$ cat config.mk
export PLATFORM = sky130hd
export DESIGN_NAME = clk_gate_ctrl
export DESIGN_NICKNAME = d
export VERILOG_FILES = /design/src/rtl/clk_gate_ctrl.sv
export SDC_FILE = /design/constraint.sdc
export NUM_CORES = 1
export LEC_CHECK = 0
export BUFFER_PORTS_ARGS = -buffer_cell sky130_fd_sc_hd__buf_2
export CAP_MARGIN = 10
export CORE_MARGIN = 2
export CORE_UTILIZATION = 39
export CTS_BUF_LIST = sky130_fd_sc_hd__clkbuf_4 sky130_fd_sc_hd__clkbuf_8
export DETAILED_ROUTE_END_ITERATION = 10
export GPL_ROUTABILITY_DRIVEN = 0
export PLACE_DENSITY = 0.65
export SLEW_MARGIN = 0
export SYNTH_ARGS = -nofsm -noshare
export SYNTH_HDL_FRONTEND = slang
export SYNTH_SLANG_ARGS = --single-unit
$ cat constraint.sdc
create_clock -name clk -period 2.55 [get_ports clk]
set_input_delay 0.255 -clock clk [delete_from_list [all_inputs] [get_ports clk]]
set_output_delay 0.255 -clock clk [all_outputs]
set_load 0.005 [all_outputs]
$ cat src/rtl/clk_gate_ctrl.sv
// Per-domain clock-gate enable controller: request/ack handshake, idle hysteresis,
// wake latency and a round-robin arbiter that admits one domain wake at a time.
module clk_gate_ctrl #(
  parameter int N_DOM       = 4,
  parameter int IDLE_CYCLES = 16,
  parameter int WAKE_LAT    = 2,
  parameter int CNT_W       = 5
) (
  input  logic             clk,
  input  logic             rst,
  input  logic [N_DOM-1:0] req,
  input  logic [N_DOM-1:0] busy,
  input  logic [N_DOM-1:0] force_on,
  output logic [N_DOM-1:0] gate_en,
  output logic [N_DOM-1:0] ack,
  output logic             wake_active,
  output logic [N_DOM-1:0] dom_on
);

  localparam int PTR_W = (N_DOM > 1) ? $clog2(N_DOM) : 1;
  localparam logic [CNT_W-1:0] WAKE_LOAD = CNT_W'(WAKE_LAT - 1);
  localparam logic [CNT_W-1:0] IDLE_LOAD = CNT_W'(IDLE_CYCLES - 1);

  typedef enum logic [2:0] {
    S_OFF,
    S_WAIT_GRANT,
    S_WAKE,
    S_ON,
    S_IDLE_WAIT
  } dom_state_e;

  logic [N_DOM-1:0] want;
  logic [N_DOM-1:0] cand;
  logic [N_DOM-1:0] in_wake;
  logic [N_DOM-1:0] wake_next;
  logic [N_DOM-1:0] grant;

  logic [PTR_W-1:0] rr_ptr_q, rr_ptr_d;
  logic             wake_active_q, wake_active_d;

  logic             hi_found, lo_found, grant_vld;
  logic [PTR_W-1:0] hi_idx, lo_idx, grant_idx;

  // Round-robin pick: lowest candidate at or above rr_ptr, else lowest overall.
  always_comb begin
    hi_found = 1'b0;
    lo_found = 1'b0;
    hi_idx   = '0;
    lo_idx   = '0;
    for (int j = N_DOM - 1; j >= 0; j--) begin
      if (cand[j]) begin
        lo_found = 1'b1;
        lo_idx   = PTR_W'(j);
        if (j >= int'(rr_ptr_q)) begin
          hi_found = 1'b1;
          hi_idx   = PTR_W'(j);
        end
      end
    end
    grant_vld = (hi_found | lo_found) & ~(|in_wake);
    grant_idx = hi_found ? hi_idx : lo_idx;
    for (int j = 0; j < N_DOM; j++) begin
      grant[j] = grant_vld && (grant_idx == PTR_W'(j));
    end
    rr_ptr_d = rr_ptr_q;
    if (grant_vld) begin
      rr_ptr_d = (grant_idx == PTR_W'(N_DOM - 1)) ? '0 : grant_idx + 1'b1;
    end
    wake_active_d = |wake_next;
  end

  always_ff @(posedge clk or negedge rst) begin
    if (!rst) begin
      rr_ptr_q      <= '0;
      wake_active_q <= 1'b0;
    end else begin
      rr_ptr_q      <= rr_ptr_d;
      wake_active_q <= wake_active_d;
    end
  end

  assign wake_active = wake_active_q;

  genvar gi;
  generate
    for (gi = 0; gi < N_DOM; gi++) begin : g_dom
      dom_state_e       state_q, state_d;
      logic [CNT_W-1:0] wake_cnt_q, wake_cnt_d;
      logic [CNT_W-1:0] idle_cnt_q, idle_cnt_d;
      logic             gate_en_q, gate_en_d;
      logic             ack_q, ack_d;
      logic             dom_on_q, dom_on_d;

      assign want[gi]    = req[gi] | busy[gi] | force_on[gi];
      // A domain that lost interest while queued must not consume a grant.
      assign cand[gi]    = (state_q == S_WAIT_GRANT) & want[gi];
      assign in_wake[gi] = (state_q == S_WAKE);

      always_comb begin
        state_d    = state_q;
        wake_cnt_d = wake_cnt_q;
        idle_cnt_d = idle_cnt_q;
        case (state_q)
          S_OFF: begin
            if (want[gi]) state_d = S_WAIT_GRANT;
          end
          S_WAIT_GRANT: begin
            if (grant[gi]) begin
              state_d    = S_WAKE;
              wake_cnt_d = WAKE_LOAD;
            end else if (!want[gi]) begin
              state_d = S_OFF;
            end
          end
          S_WAKE: begin
            // Wake always completes so the gating cell sees a clean enable.
            if (wake_cnt_q == '0) state_d = S_ON;
            else wake_cnt_d = wake_cnt_q - 1'b1;
          end
          S_ON: begin
            if (!want[gi]) begin
              state_d    = S_IDLE_WAIT;
              idle_cnt_d = IDLE_LOAD;
            end
          end
          S_IDLE_WAIT: begin
            if (want[gi]) state_d = S_ON;
            else if (idle_cnt_q == '0) state_d = S_OFF;
            else idle_cnt_d = idle_cnt_q - 1'b1;
          end
          default: state_d = S_OFF;
        endcase
        gate_en_d = (state_d == S_WAKE) || (state_d == S_ON) || (state_d == S_IDLE_WAIT);
        ack_d     = (state_d == S_ON) && req[gi];
        dom_on_d  = (state_d == S_ON) || (state_d == S_IDLE_WAIT);
      end

      assign wake_next[gi] = (state_d == S_WAKE);

      always_ff @(posedge clk or negedge rst) begin
        if (!rst) begin
          state_q    <= S_OFF;
          wake_cnt_q <= '0;
          idle_cnt_q <= '0;
          gate_en_q  <= 1'b0;
          ack_q      <= 1'b0;
          dom_on_q   <= 1'b0;
        end else begin
          state_q    <= state_d;
          wake_cnt_q <= wake_cnt_d;
          idle_cnt_q <= idle_cnt_d;
          gate_en_q  <= gate_en_d;
          ack_q      <= ack_d;
          dom_on_q   <= dom_on_d;
        end
      end

      assign gate_en[gi] = gate_en_q;
      assign ack[gi]     = ack_q;
      assign dom_on[gi]  = dom_on_q;
    end
  endgenerate

  // At most one domain may be mid-wake; this bounds inrush.
  a_single_wake: assert property (@(posedge clk) disable iff (!rst) $onehot0(in_wake));
  a_grant_onehot: assert property (@(posedge clk) disable iff (!rst) $onehot0(grant));

endmodule

==> summary.md, run 1 <==
| Metric | Value |
|---|---|
| Most frequent cell on the critical path | `nand2_1` |
| Most common cell after layout, fill and taps aside | `dfrtp_1` |
| VDD IR max | `560 µV` |
| Finished Core Util | `0.499` |
| Max cap viols | `0` |
| First-pass GRT wire length | `roughly 13 mm` |
| Vias per cell | `between 5 and 6` |
| CTS Root Buffer Type | `clkbuf_8` |
| Post-Syn Nets | `a little over 400` |
| I/O Buffers | `26` |
| Power Total | `0.00544 W` |
| Wire length per cell | `13.2 µm` |
| Die Span Y | `~100 µm` |
| Period minus WS final | `between 2 and 2.5 ns` |
| CTS tree | `yes` |
| Initial antenna violation count | `0` |
| Leakage | `around 2.2 nW` |
| Most used DFF post-synth | `dfrtp_1` |
| Yosys synthesis warning count | `0` |
| Synth cell types | `53` |
| Rows | `35` |
| Placed instance area | `about 0.0043 mm²` |
| Vias in the first global route | `roughly 2,800` |
| Clk buf depth | `2` |
| Worst-margin pin slew | `around 0.61 ns` |
| Worst Skew | `roughly 0.0081 ns` |
| CP max stage delay | `around 0.44 ns` |
| Cell area after layout | `about 0.0046 mm²` |
| RR Startpoint | `g_dom[1].state_q[1]` |
| Worst Setup Start Kind | `flop` |
| Vias | `approximately 3,000` |
| Setup TNS | `0 ns` |
| Multi-input logic area | `just under 0.002 mm²` |
| Worst Path Class, Setup | `reg2reg` |
| Inserted Clock Buffers | `9` |
| Fmax | `406 MHz` |
| CORE AREA | `just over 0.009 mm²` |
| Hold Fails Final Rpt | `0` |
| Synthesized area | `between 0.003 and 0.004 mm²` |
| Wirelength, routed | `slightly below 8 mm` |
| DIE WIDTH | `102 µm` |
| # nets final | `approximately 480` |
| Synthesis-to-layout area growth | `23.9%` |
| Most frequent cells in the layout | `67 x dfrtp_1, 48 x buf_4, 28 x nand2_1` |
| Post-synth EDFFs | `0` |
| Hpwl dp | `~5.6 mm` |
| Hold Path Origin | `req[2]` |
| Worst-path maximum fanout | `4` |
| H-tree Lvls | `3` |
| Clock latency on the worst-skew pair | `approximately 0.35 ns` |
| Cell count of the worst hold path | `2` |
| Clk slew on worst S/H paths | `0.08 ns` |
| CP bufs+invs | `1` |
| Worst EP arrival | `2.75 ns` |
| Crit path max-delay family | `simple AND/OR/NAND/NOR gates` |
| Iteration count of the initial detailed-routing pass | `6` |
| Final ANT Viol Nets | `0` |
| #FFs+latches synth | `67` |
| Layout cell share with drive strength beyond 1 | `0.302` |
| Worst reg-to-reg path cell count | `12` |
| Worst min path class | `in2reg` |
| Post-synth ARST share | `1.00` |
| RSZ-0062 raised after global routing | `yes` |
| Synthesized area per cell | `9.87 µm²` |
| Gr ovfl total | `0` |
| Pwr dens | `approximately 1200 mW/mm²` |
| DRC | `0` |
| Antenna cell count | `0` |
| Starting density of the core | `0.403` |
| Post-synthesis sequential area ratio | `0.448` |
| Gr usage total | `0.159` |
| Die area | `between 0.01 and 0.015 mm²` |
| CP Depth | `12` |
| CP Capture Type | `flop` |
| Initial DRC count | `78` |
| Largest net degree at the start of global routing | `28` |
| CP max-delay cell | `or4b_4` |
| Register Area | `0.00168 mm²` |
| Critical Path, Cell by Cell | `nor3b_4 > and2_4 > o21bai_1 > a21oi_2 > o22a_1 > ha_1 > nand2_1 > nor3_2 > o211ai_2 > buf_4 > or4b_4 > nand2_1` |
| Status | `finished clean` |
| Pins Over Slew Limit | `0` |
| Final setup vio count | `0` |
| Data required, critical path | `2.84 ns` |
| Period utilisation layout | `0.967` |
| Max-slew headroom | `0.593` |
| Mapped Cells | `379` |
| Top Ports | `27` |
| CP startpoint | `g_dom[1].state_q[1]` |
| Clock Sinks | `67` |
| Layout fillers | `slightly above 900` |
==> worst reg2reg max path, stage by stage (launching register included) <==
cell and delay [ns]:
dfrtp_1 0.41, nor3b_4 0.22, and2_4 0.17, o21bai_1 0.12
a21oi_2 0.09, o22a_1 0.25, ha_1 0.19, nand2_1 0.10
nor3_2 0.05, o211ai_2 0.11, buf_4 0.17, or4b_4 0.44
nand2_1 0.08
==> worst paths after layout <==
kind                                          endpoint  slack [ns]
max in group asynchronous       g_dom[3].wake_cnt_q[4]        1.42
worst max register to register  g_dom[3].wake_cnt_q[4]        0.08
worst max-delay path            g_dom[3].wake_cnt_q[4]        0.08
worst min-delay path                    g_dom[2].ack_q        0.14
worst min register to register  g_dom[0].idle_cnt_q[0]        0.49
min in group asynchronous            g_dom[0].dom_on_q        0.40
==> flip-flops by register name, summed over array words and instances (netlist names) <==
signal / flops
g_dom.state_q: 12
g_dom.ack_q: 4
g_dom.wake_cnt_q: 20
wake_active: 1
rr_ptr_q: 2
g_dom.dom_on_q: 4
g_dom.gate_en_q: 4
g_dom.idle_cnt_q: 20
==> power by group <==
group	switching, W	internal (W)
clock network	0.000416	0.000447
logic	0.00136	0.00133
registers	0.000377	0.00150
total	0.00216	0.00328
==> cells in the mapped netlist (4+ instances only) <==
cell | instances | share of area
nand3_1 | 14 | 0.019
and2_1 | 8 | 0.013
nand2b_1 | 15 | 0.025
mux2i_1 | 6 | 0.016
nand2_1 | 29 | 0.029
a21oi_1 | 14 | 0.019
inv_1 | 25 | 0.025
or2b_1 | 6 | 0.012
nor2_1 | 25 | 0.025
and3_1 | 8 | 0.013
or3_1 | 12 | 0.020
xor2_1 | 6 | 0.014
o21ai_0 | 16 | 0.021
o211ai_1 | 8 | 0.016
ha_1 | 18 | 0.060
nor3_1 | 15 | 0.020
o31ai_1 | 4 | 0.0080
dfrtp_1 | 67 | 0.45
nor4b_1 | 7 | 0.016
o2bb2ai_1 | 4 | 0.0094
nor3b_1 | 4 | 0.0080
nor2b_1 | 6 | 0.010
buf_4 | 14 | 0.028
==> layout make-up <==
cell class                      instances  share of cell area
Multi-Input combinational cell        268               0.428
Sequential cell                        67               0.362
Timing Repair Buffer                   77               0.113
Tap cell                              129              0.0348
Clock buffer                            9              0.0267
Inverter                               26              0.0211
Clock inverter                          7              0.0148
==> through the flow <==
stage               setup slack (ns)  instances  hold WS, ns
floorplan                    -0.0281        379      -0.0406
global route                 -0.0493        583        0.147
detailed placement            -0.171        560        0.252
global placement             -0.0952        560        0.249
CTS                          0.00813        577        0.120
finish                        0.0847        583        0.138
==> per-layer routing <==
| metal | share of wire | up-vias | global-route usage | wire length [µm] |
|---|---|---|---|---|
| met2 | 0.47 | 36 | 0.255 | 3600 |
| met1 | 0.49 | 1414 | 0.209 | 3760 |
| met5 | 0 | - | 0 | 0 |
| met4 | 0.0095 | 0 | 0.0462 | 73 |
| li1 | - | 1473 | - | - |
| met3 | 0.036 | 8 | 0.0499 | 278 |
==> cell families after synthesis <==
| family | count (synthesis) | share of synthesized area |
|---|---|---|
| compound gates | 71 | 0.146 |
| xor+xnor | 7 | 0.0164 |
| fa+ha+maj | 18 | 0.0602 |
| buf+inv | 44 | 0.0585 |
| flops | 67 | 0.448 |
| mux | 7 | 0.0191 |
| simple gates | 165 | 0.251 |
==> what timing repair did <==
action | 4_1_cts | 5_1_grt
hold endpoints to repair | 20 | 0
resized for setup | 4 | 25
buffers inserted | 0 | 6
gates cloned | 0 | 0
hold buffers | 1 | 0
setup endpoints to repair | 4 | 19
pin swaps | 0 | 14
Power figures use the tool's default switching activity.
==> run 2: changes to the inputs <==
--- a/config.mk
+++ b/config.mk
@@ -12,7 +12,7 @@
 export CTS_BUF_LIST = sky130_fd_sc_hd__clkbuf_4 sky130_fd_sc_hd__clkbuf_8
 export DETAILED_ROUTE_END_ITERATION = 10
 export GPL_ROUTABILITY_DRIVEN = 0
-export PLACE_DENSITY = 0.65
+export REMOVE_ABC_BUFFERS = 1
 export SLEW_MARGIN = 0
 export SYNTH_ARGS = -nofsm -noshare
 export SYNTH_HDL_FRONTEND = slang
==> run 2 against run 1 <==
  * Register-to-register slack worse by 0.02 ns
  * Worst setup slack worse by 0.021 ns
  * Critical endpoint is now g_dom[3].wake_cnt_q[3]
  * Fmax fell by 0.85%
  * Highest routed layer unchanged
  * Die area stayed put
  * Via count grew 0.41%
  * Wire length up 1.1%
  * Utilization down 0.23 points
  * Sequential power about the same
  * Clock power increased by 6.6%
  * Largest power group unchanged
  * Critical path depth decreased by 1
  * First-iteration DRC count up 33%
  * Total power rose by 0.56%
==> summary.md, run 2 (same netlist as run 1, synthesis figures left out) <==
| Metric | Value |
|---|---|
| Synthesis-to-layout area growth | `23.4%` |
| Final ANT Viol Nets | `0` |
| CP max-delay cell | `a2111oi_2` |
| Period minus WS final | `2.49 ns` |
| CP Capture Type | `flop` |
| Worst-margin pin slew | `between 0.6 and 0.7 ns` |
| Layout fillers | `around 860` |
| Vias per cell | `slightly above 5` |
| Final setup vio count | `0` |
| R2R Setup Slk | `between 0.06 and 0.07 ns` |
| Worst Skew | `around 0.012 ns` |
| Worst Setup Start Kind | `flop` |
| Critical Path, Cell by Cell | `nor3b_4 > and2_4 > o21bai_4 > a21oi_2 > o22a_1 > ha_2 > nand2_2 > nor3_2 > o211ai_2 > a2111oi_2 > mux2i_1` |
| Biggest regs | `g_dom.idle_cnt_q x20, g_dom.wake_cnt_q x20, g_dom.state_q x12` |
| Dpl cells | `around 560` |
| Clock Sinks | `67` |
| Rows | `35` |
| Top Ports | `27` |
| Vias in the first global route | `approximately 2,800` |
| Clk slew on worst S/H paths | `around 0.070 ns` |
| CP bufs+invs | `0` |
| DRC | `0` |
| DIE WIDTH | `between 100 and 150 µm` |
| Hold Fails Final Rpt | `0` |
| Max-slew headroom | `0.538` |
| VDD IR max | `545 µV` |
| Multi-input logic area | `0.00194 mm²` |
| Worst min path class | `in2reg` |
| WHS Endpoint | `g_dom[1].ack_q` |
| Most common cell after layout, fill and taps aside | `dfrtp_1` |
| First-pass GRT wire length | `between 10 and 15 mm` |
| Cell area after layout | `0.00461 mm²` |
| Die Span Y | `around 100 µm` |
| H-tree Lvls | `3` |
| Crit path max-delay family | `compound AO/OA/AOI/OAI gates` |
| Wirelength, routed | `7.80 mm` |
| Placed instance area | `~0.0043 mm²` |
| Status | `finished clean` |
| Most frequent cells in the layout | `67 x dfrtp_1, 50 x buf_4, 28 x nand2_1` |
| Layout cell share with drive strength beyond 1 | `0.293` |
| Leakage | `2.18 nW` |
| CORE AREA | `about 0.0093 mm²` |
| Worst reg2reg path endpoint | `g_dom[3].wake_cnt_q[3]` |
| Pins Over Slew Limit | `0` |
| Starting density of the core | `0.403` |
| Iteration count of the initial detailed-routing pass | `4` |
| Vias | `2,943` |
| Worst EP arrival | `~2.8 ns` |
| CP max stage delay | `around 0.43 ns` |
| CTS Root Buffer Type | `clkbuf_8` |
| Gr usage total | `0.163` |
| Inserted Clock Buffers | `9` |
| RSZ-0062 raised after global routing | `yes` |
| Gr ovfl total | `0` |
| Clock latency on the worst-skew pair | `around 0.36 ns` |
| CTS tree | `yes` |
| Clk buf depth | `2` |
| Max cap viols | `0` |
| Wire length per cell | `~13 µm` |
| Hold Path Origin | `req[1]` |
| Worst reg-to-reg path cell count | `11` |
| Worst Path Class, Setup | `reg2reg` |
| Worst-path maximum fanout | `4` |
| Period utilisation layout | `0.975` |
| Cell count of the worst hold path | `2` |
| Fmax | `approximately 400 MHz` |
| Die area | `between 0.01 and 0.015 mm²` |
| I/O Buffers | `26` |
| RR Startpoint | `g_dom[1].state_q[0]` |
| Pwr dens | `between 1000 and 1500 mW/mm²` |
| Data required, critical path | `2.83 ns` |
| Initial DRC count | `104` |
| Fin cells | `583` |
| Antenna cell count | `0` |
| Register Area | `between 0.0015 and 0.002 mm²` |
| Hpwl dp | `5.49 mm` |
| Initial antenna violation count | `0` |
| # nets final | `482` |
| Largest net degree at the start of global routing | `between 60 and 70` |
run 2: cell count changes in the layout (fill, tap and decap cells not counted), moves of 2 or more:
cell,before,now
clkbuf_4,0,2
and2_4,3,1
clkinv_2,3,1
clkbuf_8,9,11
buf_4,48,50
buf_6,2,0
clkinvlp_4,2,0
run 2: metrics by stage:
stage	setup TNS (ns)	power (W)	worst slack, ns	hold slack [ns]	util
after CTS	0	0.00532	0.00876	0.144	0.485
after global routing	-0.298	0.00593	-0.0972	0.153	0.497
after floorplan	-0.112	0.00337	-0.0597	-0.0406	-
after global placement	-1.46	0.00428	-0.165	0.308	0.460
after detailed placement	-2.41	0.00434	-0.233	0.307	0.460
final	0	0.00547	0.0635	0.158	0.497
run 2: worst max path at each step:
| stage | to | slack, ns | start | depth (start not counted) |
|---|---|---|---|---|
| final | g_dom[3].wake_cnt_q[3] | 0.06 | g_dom[1].state_q[0] | 11 |
| after global routing | g_dom[3].wake_cnt_q[3] | -0.1 | g_dom[1].state_q[0] | 11 |
| after CTS | g_dom[0].wake_cnt_q[3] | 0.009 | g_dom[1].state_q[1] | 11 |
| after detailed placement | g_dom[2].wake_cnt_q[3] | -0.23 | busy[3] | 12 |
| after global placement | g_dom[1].dom_on_q | -0.17 | busy[3] | 12 |
| after floorplan | g_dom[2].wake_cnt_q[3] | -0.06 | busy[3] | 11 |
run 2: layout make-up:
class,instances,area share
inverter,26,0.0212
clock inverter,2,0.00759
tap,129,0.0350
sequential,67,0.363
timing repair buffer,78,0.116
multi-input combinational,268,0.421
clock buffer,13,0.0361
run 2: per-layer routing:
layer,global-route usage,vias to the layer above,routed length [µm]
li1,-,1476,-
met1,0.217,1415,3840
met2,0.256,39,3600
met3,0.0383,13,228
met4,0.0656,0,140
met5,0,-,0
run 2: power breakdown:
group          switching, W  internal [W]  total, W  leakage, nW
clock              0.000399      0.000520  0.000920        0.106
combinational       0.00136       0.00132   0.00268         1.27
sequential         0.000366       0.00150   0.00186        0.797
run 2: timing repair:
item                                    in CTS  in global routing
pin swaps                                    0                  7
endpoints found under the setup margin       4                 19
buffers inserted                             0                  5
endpoints found under the hold margin       67                  0
hold buffers                                 1                  0
gates resized for setup                      4                 15
cloned                                       0                  0
